===== src/rtl/divide_unit.sv =====
// rtl/divide_unit.sv - iterative RV32M divide/remainder unit
// Restoring radix-2 division; result written back through the register file port.
module divide_unit #(
   parameter int WIDTH = 32
) (
   input  logic             clock,
   input  logic             reset,
   input  logic             start,
   input  logic [2:0]       funct3,
   input  logic [WIDTH-1:0] rs1,
   input  logic [WIDTH-1:0] rs2,
   input  logic [4:0]       rdAddressIn,
   input  logic             flush,
   output logic             busy,
   output logic             done,
   output logic [WIDTH-1:0] rd,
   output logic [4:0]       rdAddress,
   output logic             writeEnable
);
   localparam int CW = $clog2(WIDTH + 1);

   typedef enum logic [1:0] {IDLE, DIVIDE, FINISH} state_t;

   state_t           state;
   logic [CW-1:0]    count;
   logic [WIDTH-1:0] quo;
   logic [WIDTH-1:0] rem;
   logic [WIDTH-1:0] divisor;
   logic [4:0]       dest;
   logic             is_rem;
   logic             neg_q;
   logic             neg_r;

   logic             op_signed;
   logic             op_rem;
   logic             div_zero;
   logic             overflow;
   logic [WIDTH-1:0] abs1;
   logic [WIDTH-1:0] abs2;
   logic [WIDTH:0]   shifted;
   logic [WIDTH:0]   trial;

   always_comb begin
      op_signed = (funct3 == 3'b100) || (funct3 == 3'b110);
      op_rem    = (funct3 == 3'b110) || (funct3 == 3'b111);
      div_zero  = (rs2 == '0);
      overflow  = op_signed && (rs1 == {1'b1, {(WIDTH-1){1'b0}}}) && (rs2 == '1);
      abs1      = (op_signed && rs1[WIDTH-1]) ? -rs1 : rs1;
      abs2      = (op_signed && rs2[WIDTH-1]) ? -rs2 : rs2;
      shifted   = {rem, quo[WIDTH-1]};
      trial     = shifted - {1'b0, divisor};
   end

   // In FINISH, count is reused as a phase: 0 applies signs, 1 writes back.
   always_ff @(posedge clock or negedge reset) begin
      if (!reset) begin
         state       <= IDLE;
         count       <= '0;
         quo         <= '0;
         rem         <= '0;
         divisor     <= '0;
         dest        <= '0;
         is_rem      <= 1'b0;
         neg_q       <= 1'b0;
         neg_r       <= 1'b0;
         busy        <= 1'b0;
         done        <= 1'b0;
         rd          <= '0;
         rdAddress   <= '0;
         writeEnable <= 1'b0;
      end else begin
         done        <= 1'b0;
         writeEnable <= 1'b0;
         case (state)
            IDLE: begin
               if (start && !flush) begin
                  busy    <= 1'b1;
                  dest    <= rdAddressIn;
                  is_rem  <= op_rem;
                  divisor <= abs2;
                  count   <= '0;
                  if (div_zero) begin
                     quo   <= '1;
                     rem   <= rs1;
                     neg_q <= 1'b0;
                     neg_r <= 1'b0;
                     state <= FINISH;
                  end else if (overflow) begin
                     quo   <= {1'b1, {(WIDTH-1){1'b0}}};
                     rem   <= '0;
                     neg_q <= 1'b0;
                     neg_r <= 1'b0;
                     state <= FINISH;
                  end else begin
                     quo   <= abs1;
                     rem   <= '0;
                     neg_q <= op_signed && (rs1[WIDTH-1] ^ rs2[WIDTH-1]);
                     neg_r <= op_signed && rs1[WIDTH-1];
                     state <= DIVIDE;
                  end
               end
            end
            DIVIDE: begin
               if (flush) begin
                  state <= IDLE;
                  busy  <= 1'b0;
               end else begin
                  if (!trial[WIDTH]) begin
                     rem <= trial[WIDTH-1:0];
                     quo <= {quo[WIDTH-2:0], 1'b1};
                  end else begin
                     rem <= shifted[WIDTH-1:0];
                     quo <= {quo[WIDTH-2:0], 1'b0};
                  end
                  if (count == CW'(WIDTH - 1)) begin
                     count <= '0;
                     state <= FINISH;
                  end else begin
                     count <= count + CW'(1);
                  end
               end
            end
            FINISH: begin
               if (flush) begin
                  state <= IDLE;
                  busy  <= 1'b0;
               end else if (count == '0) begin
                  quo   <= is_rem ? (neg_r ? -rem : rem) : (neg_q ? -quo : quo);
                  count <= CW'(1);
               end else begin
                  rd          <= quo;
                  rdAddress   <= dest;
                  done        <= 1'b1;
                  writeEnable <= (dest != 5'd0);
                  busy        <= 1'b0;
                  count       <= '0;
                  state       <= IDLE;
               end
            end
            default: begin
               state <= IDLE;
               busy  <= 1'b0;
            end
         endcase
      end
   end
endmodule


===== config.mk =====
export PLATFORM = sky130hd
export DESIGN_NAME = divide_unit
export DESIGN_NICKNAME = d
export VERILOG_FILES = /design/src/rtl/divide_unit.sv
export SDC_FILE = /design/constraint.sdc
export NUM_CORES = 1
export LEC_CHECK = 0
export CELL_PAD_IN_SITES_DETAIL_PLACEMENT = 1
export CELL_PAD_IN_SITES_GLOBAL_PLACEMENT = 2
export CORE_MARGIN = 8
export CORE_UTILIZATION = 30
export DETAILED_ROUTE_END_ITERATION = 8
export GPL_ROUTABILITY_DRIVEN = 0
export PLACE_DENSITY = 0.81
export SYNTH_ARGS = -nofsm -noshare
export SYNTH_HDL_FRONTEND = slang
export SYNTH_SLANG_ARGS = --single-unit
export TNS_END_PERCENT = 5

===== constraint.sdc =====
create_clock -name clock -period 3.8 [get_ports clock]
set_clock_uncertainty 0.05 [all_clocks]
set_input_delay 0.95 -clock clock [delete_from_list [all_inputs] [get_ports clock]]
set_output_delay 0.95 -clock clock [all_outputs]
set_load 0.01 [all_outputs]

==> flow_metrics.env, run 1 <==
export IMPL_diodes=0
export IMPL_fillCellCount=4738
export IMPL_r2r_cells=15
export IMPL_start_util=0.301
export IMPL_worstHoldStart="rd[21]$_DFFE_PN0P_"
export IMPL_min_path_type="register to register"
export IMPL_peakVddDrop_mv=0.388
export IMPL_antenna_found_initial=0
export IMPL_crit_required_ps=4090
export IMPL_power_leakage_nw=6.33
export IMPL_critPathTopFamily="simple AND/OR/NAND/NOR gates"
export IMPL_dp_cells=2189
export IMPL_fmax_ghz=0.266
export IMPL_synth_fp_nets=1597
export IMPL_synth_top_cell_area_share=0.321
export IMPL_r2r_setup_slack_ps=210
export IMPL_crit_path_max_fanout=10
export IMPL_rsz0062_at_grt="yes"
export IMPL_final_period_utilization=0.990
export IMPL_cts_hold_buf=0
export IMPL_start_kind="primary input"
export IMPL_p_int_mw=7.38
export IMPL_r2r_end="rem[8]$_DFFE_PN0P_"
export IMPL_grt_pass1_vias=12300
export IMPL_die_height_um=215
export IMPL_synth_area_top_cells="dfrtp_1 32%, nand2_1 5.9%, o21ai_0 5.6%"
export IMPL_clock_sinks=152
export IMPL_drv_slew=0
export IMPL_drtIter0Drc=845
export IMPL_power_mw=14.2
export IMPL_synth_largest_area_cell="dfrtp_1"
export IMPL_end_kind="register"
export IMPL_crit_type="primary input to register"
export IMPL_wirelength_mm=43.9
export IMPL_critPathBufInv=3
export IMPL_core_area_um2=39400
export IMPL_hold_end="rd[21]$_DFFE_PN0P_"
export IMPL_crit_chain="clkdlybuf4s50_1 > or4_4 > or4_4 > or3_4 > buf_4 > or3_1 > buf_4 > a21oi_1 > a21oi_1 > a31oi_1"
export IMPL_via_count=11900
export IMPL_sw_frac_of_total=0.480
export IMPL_holdWs_ps=424
export IMPL_dieArea_um2=46100
export IMPL_cts_buffer_depth=2
export IMPL_drt_vias_per_instance=5.38
export IMPL_synthesis_area_um2=11900
export IMPL_port_buffers=115
export IMPL_grt_usage=0.187
export IMPL_clkLatencyLatePin_ps=430
export IMPL_syn_inst=1477
export IMPL_ys_async_sr_fraction=1.00
export IMPL_post_route_drc_count=0
export IMPL_drv_cap=0
export IMPL_die_x_um=215
export IMPL_final_cells=2219
export IMPL_rows=73
export IMPL_dp_hpwl_mm=34.7
export IMPL_grt_pass1_wl_mm=70.2
export IMPL_max_slew_worst_pin_slew_ps=1070
export IMPL_cts_root_buf="clkbuf_16"
export IMPL_fin_nets=1803
export IMPL_arrival_ps=4060
export IMPL_slew_headroom=0.288
export IMPL_cts_tree="done"
export IMPL_h_tree_depth=4
export IMPL_yosysWarnings=0
export IMPL_clkPwrFrac=0.130
export IMPL_p_per_area_nw_per_um2=931
export IMPL_cp_slowest_cell="or4_4"
export IMPL_overflow=0
export IMPL_path_clk_slew_ps=60
export IMPL_postRouteAntennaNets=0
export IMPL_setup_viol=0
export IMPL_drive_gt1_frac=0.147
export IMPL_syn_to_final_growth_pct=28.6
export IMPL_fin_crit_ps=3760
export IMPL_synth_edff_count=0
export IMPL_ys_ff_latch=152
export IMPL_hold_depth=2
export IMPL_finalHoldViolCount=0
export IMPL_cts_buffers=17
export IMPL_pin_count=116
export IMPL_max_stage_delay_ps=560
export IMPL_p_seq_frac=0.226
export IMPL_p_comb_frac=0.644
export IMPL_synthFlopType="dfrtp_1"
export IMPL_rr_startpoint="quo[31]$_DFFE_PN0P_"
export IMPL_postCtsSetupRepairBufs=0
export IMPL_outcome="finished clean"
export IMPL_wire_per_inst_um=19.8
export IMPL_synthDistinctLibCells=71
export IMPL_drtPass1Iterations=5
export IMPL_yosysSeqAreaShare=0.321
export IMPL_grt_max_degree=64
export IMPL_syn_area_per_cell_um2=8.03
export IMPL_p_switching_mw=6.82
[power groups by stage]
stage / registers [mW] / logic (mW) / clock network (mW)
detailed placement: 3.22 / 8.96 / 0
finish: 3.21 / 9.14 / 1.85
CTS: 3.19 / 9.05 / 1.89
floorplan: 3.02 / 5.88 / 0
global placement: 3.18 / 8.74 / 0
global route: 3.33 / 10.0 / 1.94
[flip-flops by register name, indices dropped and copies added, names as in the netlist]
signal / cells
done: 1
is_rem: 1
rem: 32
neg_q: 1
count: 6
quo: 32
rdAddress: 5
busy: 1
divisor: 32
dest: 5
neg_r: 1
rd: 32
writeEnable: 1
state: 2
[kinds of logic (layout without fill, tap and decap cells)]
group | after synthesis | in the layout | share of synthesized area
xor+xnor | 128 | 128 | 0.0946
simple gates | 495 | 495 | 0.199
buf+inv | 150 | 367 | 0.0493
flops | 152 | 152 | 0.321
fa+ha+maj | 44 | 44 | 0.0471
compound gates | 451 | 451 | 0.238
mux | 57 | 57 | 0.0515
[worst max path at each step]
stage,from,end,slack (ps),cells past startpoint
2_1_floorplan,rs1[9],quo[22]$_DFFE_PN0P_,90,9
3_3_place_gp,rs1[23],quo[1]$_DFFE_PN0P_,-420,10
3_5_place_dp,rs2[12],rem[22]$_DFFE_PN0P_,-480,10
4_1_cts,rs2[12],quo[8]$_DFFE_PN0P_,-5,10
5_1_grt,rs2[12],quo[12]$_DFFE_PN0P_,-20,10
6_report,rs2[12],quo[12]$_DFFE_PN0P_,40,10
[metrics by stage]
stage	setup slack (ps)	instance area, µm²	TNS, ps	util
2_1_floorplan	90.6	11900	0	-
3_3_place_gp	-419	14600	-21110	0.370
3_5_place_dp	-485	14600	-25960	0.370
4_1_cts	-4.70	15200	-4.70	0.386
5_1_grt	-24.0	15200	-74.6	0.387
6_report	37.7	15200	0	0.387
[layout by cell type (no fill, tap or decap), drive strengths merged, types with 5 or more instances in the layout]
cell type	netlist	final
inv	65	65
mux2	32	32
buf	12	158
nand2b	12	12
nand3b	5	5
nor3	30	30
or3	14	14
clkbuf	73	22
a211oi	14	14
o22ai	15	15
o22a	6	6
dfrtp	152	152
o31ai	25	25
nand2	186	186
and2	16	16
nand3	32	32
mux2i	25	25
a21oi	129	129
and3	13	13
o21ai	136	136
xor2	70	70
a31oi	14	14
a2111oi	5	5
xnor2	58	58
a21o	10	10
o41ai	15	15
ha	43	43
nand4	16	16
o211ai	9	9
nor4	20	20
a221oi	18	18
o21bai	5	5
clkdlybuf4s50	0	114
or4	20	20
nor2b	6	6
nor2	110	110
or2	7	7
[cells in the mapped netlist (4+ instances only)]
library cell	n
nand4_1	16
o22ai_1	15
mux2_2	32
nor4_1	20
a31oi_1	14
a211oi_1	14
a2111oi_0	5
and3_1	13
buf_2	5
xor2_1	70
nand3b_1	5
ha_1	43
o22a_1	6
o2111ai_1	4
nand2b_1	12
o21a_1	4
a21o_1	10
mux2i_1	25
or2_2	7
a21boi_0	4
o211ai_1	9
a211o_1	4
nand3_1	32
o32a_1	4
nand2_1	186
buf_1	4
nor2_1	109
o31ai_1	25
inv_1	65
dfrtp_1	152
and2_1	16
o221ai_1	4
a21oi_1	129
o21ai_0	133
nor3_1	28
or4_1	18
a221oi_1	18
o21bai_1	5
or3_1	14
xnor2_1	58
clkbuf_1	73
nor2b_1	6
o41ai_1	15
[worst min-delay path, cell delays in order, from the launching register on]
cell and delay (ps):
dfrtp_1 340, nand2_1 50, o21ai_0 60
[layout make-up]
class	instances	area (µm²)	area share
multi-input combinational	1175	7530	0.494
sequential	152	3800	0.249
timing repair buffer	272	2390	0.157
tap	525	657	0.0431
clock buffer	22	474	0.0311
inverter	65	244	0.0160
clock inverter	8	145	0.00952
[repair_timing]
item                                    CTS  global route
gates resized for setup                   5            14
endpoints found under the setup margin    4            38
hold endpoints to repair                  0             0
[layer usage]
| metal | GRT usage | share of wire | vias up |
|---|---|---|---|
| met2 | 0.299 | 0.46 | 279 |
| li1 | - | - | 5770 |
| met3 | 0.0219 | 0.037 | 45 |
| met5 | 0 | 0 | - |
| met4 | 0.0548 | 0.020 | 0 |
| met1 | 0.261 | 0.48 | 5853 |
Note: power is estimated with default switching activity, not from simulation.
==> inputs of run 2 (changes only) <==
- CAP_MARGIN: default -> 5
- clock period: 3.8 -> 4.7 ns (I/O delays scaled with it)
==> run 2 against run 1 <==
Worst setup slack gained 460 ps. Register-to-register slack better by 560 ps. Sequential cell count did not move. Final cell count is 5.1% lower. Clock power shrank 33%. Cell area shrank 6.8%. Sequential share of layout area up 1.8 points. Die area unchanged. Critical path depth fell by 1. First-iteration DRC count fell by 32%. Via count shrank 4.9%. Critical endpoint is now quo[23]$_DFFE_PN0P_. Largest power group unchanged. Highest routed layer unchanged.
==> flow_metrics.env, run 2 (synthesis gave the netlist of run 1 again) <==
export IMPL_post_place_ws_ps=96.7
export IMPL_grt_max_degree=94
export IMPL_post_dp_cell_area_um2=13700
export IMPL_via_count=11400
export IMPL_drt_vias_per_instance=5.40
export IMPL_cts_tree="done"
export IMPL_drive_gt1_frac=0.0772
export IMPL_grt_pass1_vias=11900
export IMPL_postRouteAntennaNets=0
export IMPL_core_area_um2=39400
export IMPL_crit_path_end="quo[23]$_DFFE_PN0P_"
export IMPL_overflow=0
export IMPL_diodes=0
export IMPL_power_leakage_nw=5.72
export IMPL_drv_cap=0
export IMPL_die_height_um=215
export IMPL_post_route_drc_count=0
export IMPL_drtIter0Drc=577
export IMPL_clkLatencyLatePin_ps=430
export IMPL_crit_type="primary input to register"
export IMPL_setup_ws_ps=499
export IMPL_cts_hold_buf=0
export IMPL_drtPass1Iterations=5
export IMPL_crit_path_max_fanout=10
export IMPL_start_kind="primary input"
export IMPL_holdWs_ps=423
export IMPL_path_clk_slew_ps=50
export IMPL_p_per_area_nw_per_um2=751
export IMPL_clock_sinks=152
export IMPL_start_util=0.301
export IMPL_crit_required_ps=5000
export IMPL_finalInstanceArea_um2=14200
export IMPL_cts_resized=0
export IMPL_layout_commonest_cell="nand2_1"
export IMPL_die_x_um=215
export IMPL_r2r_cells=13
export IMPL_r2r_end="quo[0]$_DFFE_PN0P_"
export IMPL_final_period_utilization=0.894
export IMPL_h_tree_depth=4
export IMPL_slew_headroom=0.272
export IMPL_outcome="finished clean"
export IMPL_rsz0062_at_grt="no"
export IMPL_pin_count=116
export IMPL_fin_crit_ps=4200
export IMPL_postCtsSetupRepairBufs=0
export IMPL_arrival_ps=4500
export IMPL_fmax_ghz=0.238
export IMPL_dieArea_um2=46100
export IMPL_cts_root_buf="clkbuf_16"
export IMPL_fin_nets=1691
export IMPL_min_path_type="register to register"
export IMPL_finalHoldViolCount=0
export IMPL_wire_per_inst_um=19.8
export IMPL_antenna_found_initial=0
export IMPL_rows=73
export IMPL_layout_common_cells="186 x nand2_1, 152 x dfrtp_1, 133 x o21ai_0"
export IMPL_setup_viol=0
export IMPL_grt_pass1_wl_mm=67.6
export IMPL_cts_buffer_depth=2
export IMPL_cts_buffers=17
export IMPL_peakVddDrop_mv=0.327
export IMPL_syn_to_final_growth_pct=19.8
export IMPL_end_kind="register"
export IMPL_grt_usage=0.180
export IMPL_finalSetupTns_ps=0
export IMPL_port_buffers=115
export IMPL_wirelength_mm=41.7
export IMPL_drv_slew=0
export IMPL_max_slew_worst_pin_slew_ps=1090
export IMPL_rr_startpoint="quo[31]$_DFFE_PN0P_"
export IMPL_crit_start="rs2[12]"
export IMPL_r2r_setup_slack_ps=770
export IMPL_dp_hpwl_mm=33.1
==> run 2: changes by cell type in the layout (fill, tap and decap cells not counted), sizes merged <==
cell | before | now
clkbuf | 22 | 23
clkinvlp | 2 | 0
bufinv | 4 | 0
clkinv | 2 | 5
buf | 158 | 46
==> run 2: worst max-delay path, stage by stage <==
cell	delay, ps
clkdlybuf4s50_1	420
or4_4	590
or4_4	510
or3_1	450
or3_1	560
o21ai_4	360
nor3_2	110
a21oi_1	160
a2bb2oi_1	170
==> run 2: stage by stage <==
stage / utilization / power (mW) / instances
floorplan: - / 7.20 / 1477
global placement: 0.348 / 9.22 / 2077
detailed placement: 0.348 / 9.41 / 2077
CTS: 0.361 / 10.7 / 2105
global route: 0.361 / 11.6 / 2105
finish: 0.361 / 10.7 / 2105
==> run 2: worst min path at each step <==
stage / startpoint / end / slack [ps] / cells after the start
floorplan: neg_q$_DFFE_PN0P_ / neg_q$_DFFE_PN0P_ / 390 / 2
global placement: rd[23]$_DFFE_PN0P_ / rd[23]$_DFFE_PN0P_ / 410 / 2
detailed placement: rdAddress[0]$_DFFE_PN0P_ / rdAddress[0]$_DFFE_PN0P_ / 420 / 2
CTS: rd[21]$_DFFE_PN0P_ / rd[21]$_DFFE_PN0P_ / 430 / 2
global route: divisor[11]$_DFFE_PN0P_ / divisor[11]$_DFFE_PN0P_ / 450 / 2
finish: rd[23]$_DFFE_PN0P_ / rd[23]$_DFFE_PN0P_ / 420 / 2
==> run 2: area by class of cell <==
type | count | area (µm²)
fill | 4737 | 25200
multi-input combinational | 1175 | 7470
sequential | 152 | 3800
timing repair buffer | 160 | 1530
tap | 525 | 657
clock buffer | 23 | 478
inverter | 65 | 244
clock inverter | 5 | 25.0
==> run 2: power by group <==
group	total [mW]	switching, mW	internal (mW)
Clock	1.24	0.538	0.700
Sequential	2.68	0.766	1.92
Combinational	6.74	3.96	2.78
Total	10.7	5.27	5.39
==> run 2: metal layers <==
metal  up-vias  global-route usage  routed length [µm]
met2       267               0.283               18800
met1      5521               0.252               20300
met3        36              0.0308                1840
met5         -                   0                   0
li1       5535                   -                   -
met4         0              0.0459                 750
==> patch 1: new RTL, flow settings as in run 1 <==
`WIDTH`: 32 -> 64.
--- a/src/rtl/divide_unit.sv
+++ b/src/rtl/divide_unit.sv
@@ -2,5 +2,5 @@
 // Restoring radix-2 division; result written back through the register file port.
 module divide_unit #(
-   parameter int WIDTH = 32
+   parameter int WIDTH = 64
 ) (
    input  logic             clock,
Interface: changed (resized rd, rs1 and rs2); port bits go from 116 to 212. No check against the original RTL was run, so the function may have changed too.
==> patch 1 against run 1 <==
  * The run now ends with negative setup slack left
  * Routed wire length increased by 120%
  * Area after synthesis increased by 90%
  * Power increased by 100%
  * Sequential cell count increased by 129
  * Final area increased by 98%
  * Non-clock buffer count increased by 365
  * Worst setup slack got worse by 0.041 ns
  * Global-route usage increased by 3.5 points
  * Critical endpoint is now rem[62]$_DFFE_PN0P_
  * Largest cell class unchanged
  * Largest power group unchanged
==> patch 1: results (changes against run 1) <==
* Global Route Usage Sum at 22.2% (was 18.7%)
* DP Area at 0.0286 sq mm (was 0.0146 sq mm)
* Sw Share at 49.1% (was 48.0%)
* Post-Route WL at 98000 microns (was 43900 microns)
* Failing checks: negative setup slack
* Antenna violations before repair at 1 (was 0)
* Nets at 3564 (was 1803)
* CP max stage delay at 0.44 ns (was 0.56 ns)
* Sequential share of the synthesized area at 31.2% (was 32.1%)
* CP top delay family: compound AO/OA/AOI/OAI gates (was simple AND/OR/NAND/NOR gates)
* Final Non-Filler Cells at 4342 (was 2219)
* Vias in the first global route at 25064 (was 12273)
* Detailed placement HPWL at 78200 microns (was 34700 microns)
* Status: finished, violations left (was complete, no violations)
* Synth Net Count at 3077 (was 1597)
* Setup ws final at -0.00299 ns (was 0.0377 ns)
* Hold Crit Class: in -> async (was reg -> reg)
* CTS H-tree lvls at 2 (was 4)
* Leak at 12.5 nW (was 6.33 nW)
* CP max stage cell: a211oi_1 (was or4_4)
* First-pass GRT wire length at 151000 microns (was 70200 microns)
* CTS buffer count at 36 (was 17)
* Seq. pwr at 5.90 mW (was 3.21 mW)
* 1st-pass router iterations at 7 (was 5)
* IO buf count at 211 (was 115)
* Worst skew pair latency at 0.57 ns (was 0.43 ns)
* Worst relative slew slack at 50.0% (was 28.8%)
* Clock power share at 12.6% (was 13.0%)
* Syn_area_per_cell at 7.87 sq um (was 8.03 sq um)
* Largest net degree at the start of global routing at 90 (was 64)
* Pre-CTS setup slack at -0.943 ns (was -0.485 ns)
* Synth unique cells at 76 (was 71)
* Max VDD drop at 0.000474 V (was 0.000388 V)
* TNS Setup at -0.00299 ns (was 0 ns)
* P_int at 14.7 mW (was 7.38 mW)
* DRT iter0 DRCs at 1951 (was 845)
* Via/cell ratio at 5.55 (was 5.38)
* Worst-path fanout max at 6 (was 10)
* Endpoints failing setup at 1 (was 0)
* Synth top area cells: dfrtp_1, a21oi_1, xnor2_1 (was dfrtp_1, nand2_1, o21ai_0)
patch 1: path summary, 6_finish.rpt:
| path | start | end | slack, ns | cells past startpoint |
|---|---|---|---|---|
| worst min register to register | divisor[20]$_DFFE_PN0P_ | divisor[20]$_DFFE_PN0P_ | 0.43 | 2 |
| worst max-delay path | divisor[25]$_DFFE_PN0P_ | rem[62]$_DFFE_PN0P_ | -0.003 | 14 |
| min in group clock | divisor[20]$_DFFE_PN0P_ | divisor[20]$_DFFE_PN0P_ | 0.43 | 2 |
| max in group asynchronous | reset | rem[27]$_DFFE_PN0P_ | 2.33 | 2 |
| worst min-delay path | reset | rd[54]$_DFFE_PN0P_ | 0.38 | 1 |
| worst max register to register | divisor[25]$_DFFE_PN0P_ | rem[62]$_DFFE_PN0P_ | -0.003 | 14 |
patch 1: final cells by class:
class / count / area (sq um)
inverter: 104 / 390
multi-input combinational: 2288 / 14800
timing repair buffer: 637 / 5510
fill: 8861 / 44200
antenna: 2 / 5.00
tap: 969 / 1210
clock inverter: 18 / 260
clock buffer: 43 / 977
sequential: 281 / 7040
patch 1: kinds of logic (layout without fill, tap and decap cells):
logic type	count (synthesis)	count (layout)	share of synthesized area, %
buffers and inverters	292	802	4.92
muxes	90	90	4.47
and+or+nand+nor	959	959	20.3
DFF	281	281	31.2
adders and majority gates	76	76	4.26
AOI/OAI and AO/OA	886	886	24.1
other	0	2	0
xor gates and xnor gates	277	277	10.8
patch 1: what timing repair did:
action | CTS | global route
gates cloned | 0 | 0
pin swaps | 12 | 21
setup endpoints to repair | 65 | 91
resized for setup | 47 | 62
setup buffers | 1 | 1
hold endpoints to repair | 0 | 0
patch 1: per-layer routing:
metal | track usage, % | share of wire, %
met5 | 0 | 0
met4 | 7.70 | 3.6
met3 | 3.90 | 5.7
met2 | 35.0 | 44
met1 | 30.5 | 46
==> patch 2: new RTL, settings of run 1 <==
Without the edit above. Register the output `rd` once more, cleared by the reset; this adds one clock of latency there. The other outputs are not delayed to match.
--- a/src/rtl/divide_unit.sv
+++ b/src/rtl/divide_unit.sv
@@ -21,4 +21,6 @@
 
    typedef enum logic [1:0] {IDLE, DIVIDE, FINISH} state_t;
+
+   logic [WIDTH-1:0] rd_s0;
 
    state_t           state;
@@ -66,5 +68,5 @@
          busy        <= 1'b0;
          done        <= 1'b0;
-         rd          <= '0;
+         rd_s0       <= '0;
          rdAddress   <= '0;
          writeEnable <= 1'b0;
@@ -129,5 +131,5 @@
                   count <= CW'(1);
                end else begin
-                  rd          <= quo;
+                  rd_s0       <= quo;
                   rdAddress   <= dest;
                   done        <= 1'b1;
@@ -145,4 +147,12 @@
       end
    end
+   always_ff @(posedge clock or negedge reset) begin
+      if (!reset) begin
+         rd <= '0;
+      end else begin
+         rd <= rd_s0;
+      end
+   end
+
 endmodule
 
Behaviour: not the same (a bounded check fails within 4 cycles, from zero or initial values and one cycle with reset low).
==> patch 2 against run 1 <==
  * Worst setup slack better by 0.17 ns
  * Non-clock buffer count down 31
  * Final area rose by 2.3%
  * First-iteration DRC count is 12% lower
  * Area after synthesis grew 5.6%
  * Worst hold slack worse by 0.10 ns
  * Synthesized cell count is 4.0% higher
  * Combinational power fell by 18%
  * Power is 10% lower
  * Final cell count increased by 2.1%
  * Sequential cell count is 32 higher
  * Routed wire length down 3.6%
  * Critical path type is now reg -> reg
  * Largest cell class unchanged
==> patch 2: results (changes against run 1) <==
* 1st-pass router iterations at 5 (unchanged)
* Met3 usage at 2.23% (was 2.19%)
* Leak at 6.63 nW (was 6.33 nW)
* Share of the clock period used by the worst path at 94.5% (was 99.0%)
* DRT iter0 DRCs at 744 (was 845)
* Pre-CTS setup slack at -0.215 ns (was -0.485 ns)
* Global Route Usage Sum at 17.6% (was 18.7%)
* Hold Crit Class: reg -> reg (unchanged)
* Detailed placement HPWL at 34000 microns (was 34700 microns)
* Synth Net Count at 1655 (was 1597)
* Root buf cell: clkbuf_16 (unchanged)
* Mux share of post-synthesis cell area at 3.07% (was 5.15%)
* CP max stage delay at 0.43 ns (was 0.56 ns)
* Cells after DPL at 2233 (was 2189)
* Synth unique cells at 72 (was 71)
* Worst-path fanout max at 12 (was 10)
* XOR/XNOR share of the synthesized area at 9.02% (was 9.46%)
* Sw power at 5.93 mW (was 6.82 mW)
* Worst relative slew slack at 45.8% (was 28.8%)
* Post-Route WL at 42300 microns (was 43900 microns)
* Compound-Gate Fraction of Synth Area at 21.8% (was 23.8%)
* Nets at 1832 (was 1803)
* Final Non-Filler Cells at 2265 (was 2219)
* Synthesized instance count at 1536 (was 1477)
* Setup crit end: rem[0]$_DFFE_PN0P_ (was quo[12]$_DFFE_PN0P_)
* CP top delay family: compound AO/OA/AOI/OAI gates (was simple AND/OR/NAND/NOR gates)
* Worst hold start: rd_s0[29]$_DFFE_PN0P_ (was rd[21]$_DFFE_PN0P_)
* Met1 Wirelength at 20100 microns (was 21300 microns)
* Hold endpoint: rd[29]$_DFF_PN0_ (was rd[21]$_DFFE_PN0P_)
* DR WL met2 at 19900 microns (was 20100 microns)
* Hold_ws at 0.324 ns (was 0.424 ns)
* Via count at 11837 (was 11947)
* Synth top area cells: dfrtp_1, nand2_1, o21ai_0 (unchanged)
* Crit Path Class: reg -> reg (was in -> reg)
* Largest net degree at the start of global routing at 79 (was 64)
* Layout cells sized above 1 at 11.4% (was 14.7%)
* Worst skew pair latency at 0.46 ns (was 0.43 ns)
* Worst reg-to-reg path cell count at 13 (was 15)
* Clock slew at reported path FFs at 0.08 ns (was 0.06 ns)
* First-pass GRT wire length at 67900 microns (was 70200 microns)
* CP max stage cell: fa_1 (was or4_4)
* Met3 WL at 1220 microns (was 1610 microns)
* Status: complete, no violations (unchanged)
* Adder-cell area share of the yosys netlist at 4.36% (was 4.71%)
* Max VDD drop at 0.000342 V (was 0.000388 V)
* DP Area at 0.0150 sq mm (was 0.0146 sq mm)
* CP arrival at 3.89 ns (was 4.06 ns)
* Sequential share of the synthesized area at 36.8% (was 32.1%)
==> patch 2: repair_timing <==
| action | 4_1_cts | 5_1_grt |
|---|---|---|
| hold buffers | 0 | 0 |
| gates resized for setup | 2 | 2 |
| gates cloned | 0 | 0 |
| buffers inserted | 0 | 0 |
| setup endpoints to repair | 1 | 10 |
==> patch 2: layout make-up <==
class	count	area [sq um]
Sequential cell	184	4600
Inverter	60	225
Tap cell	539	674
Multi-Input combinational cell	1209	7390
Fill cell	4941	26000
Clock inverter	14	130
Timing Repair Buffer	241	2150
Clock buffer	18	429
==> patch 2: power by group through the flow <==
stage	registers (mW)	clock network [mW]	logic, mW
6_report	3.55	1.74	7.47
5_1_grt	3.68	1.87	8.30
4_1_cts	3.55	1.80	7.48
3_5_place_dp	3.59	0	7.40
3_3_place_gp	3.53	0	7.23
2_1_floorplan	3.36	0	5.07
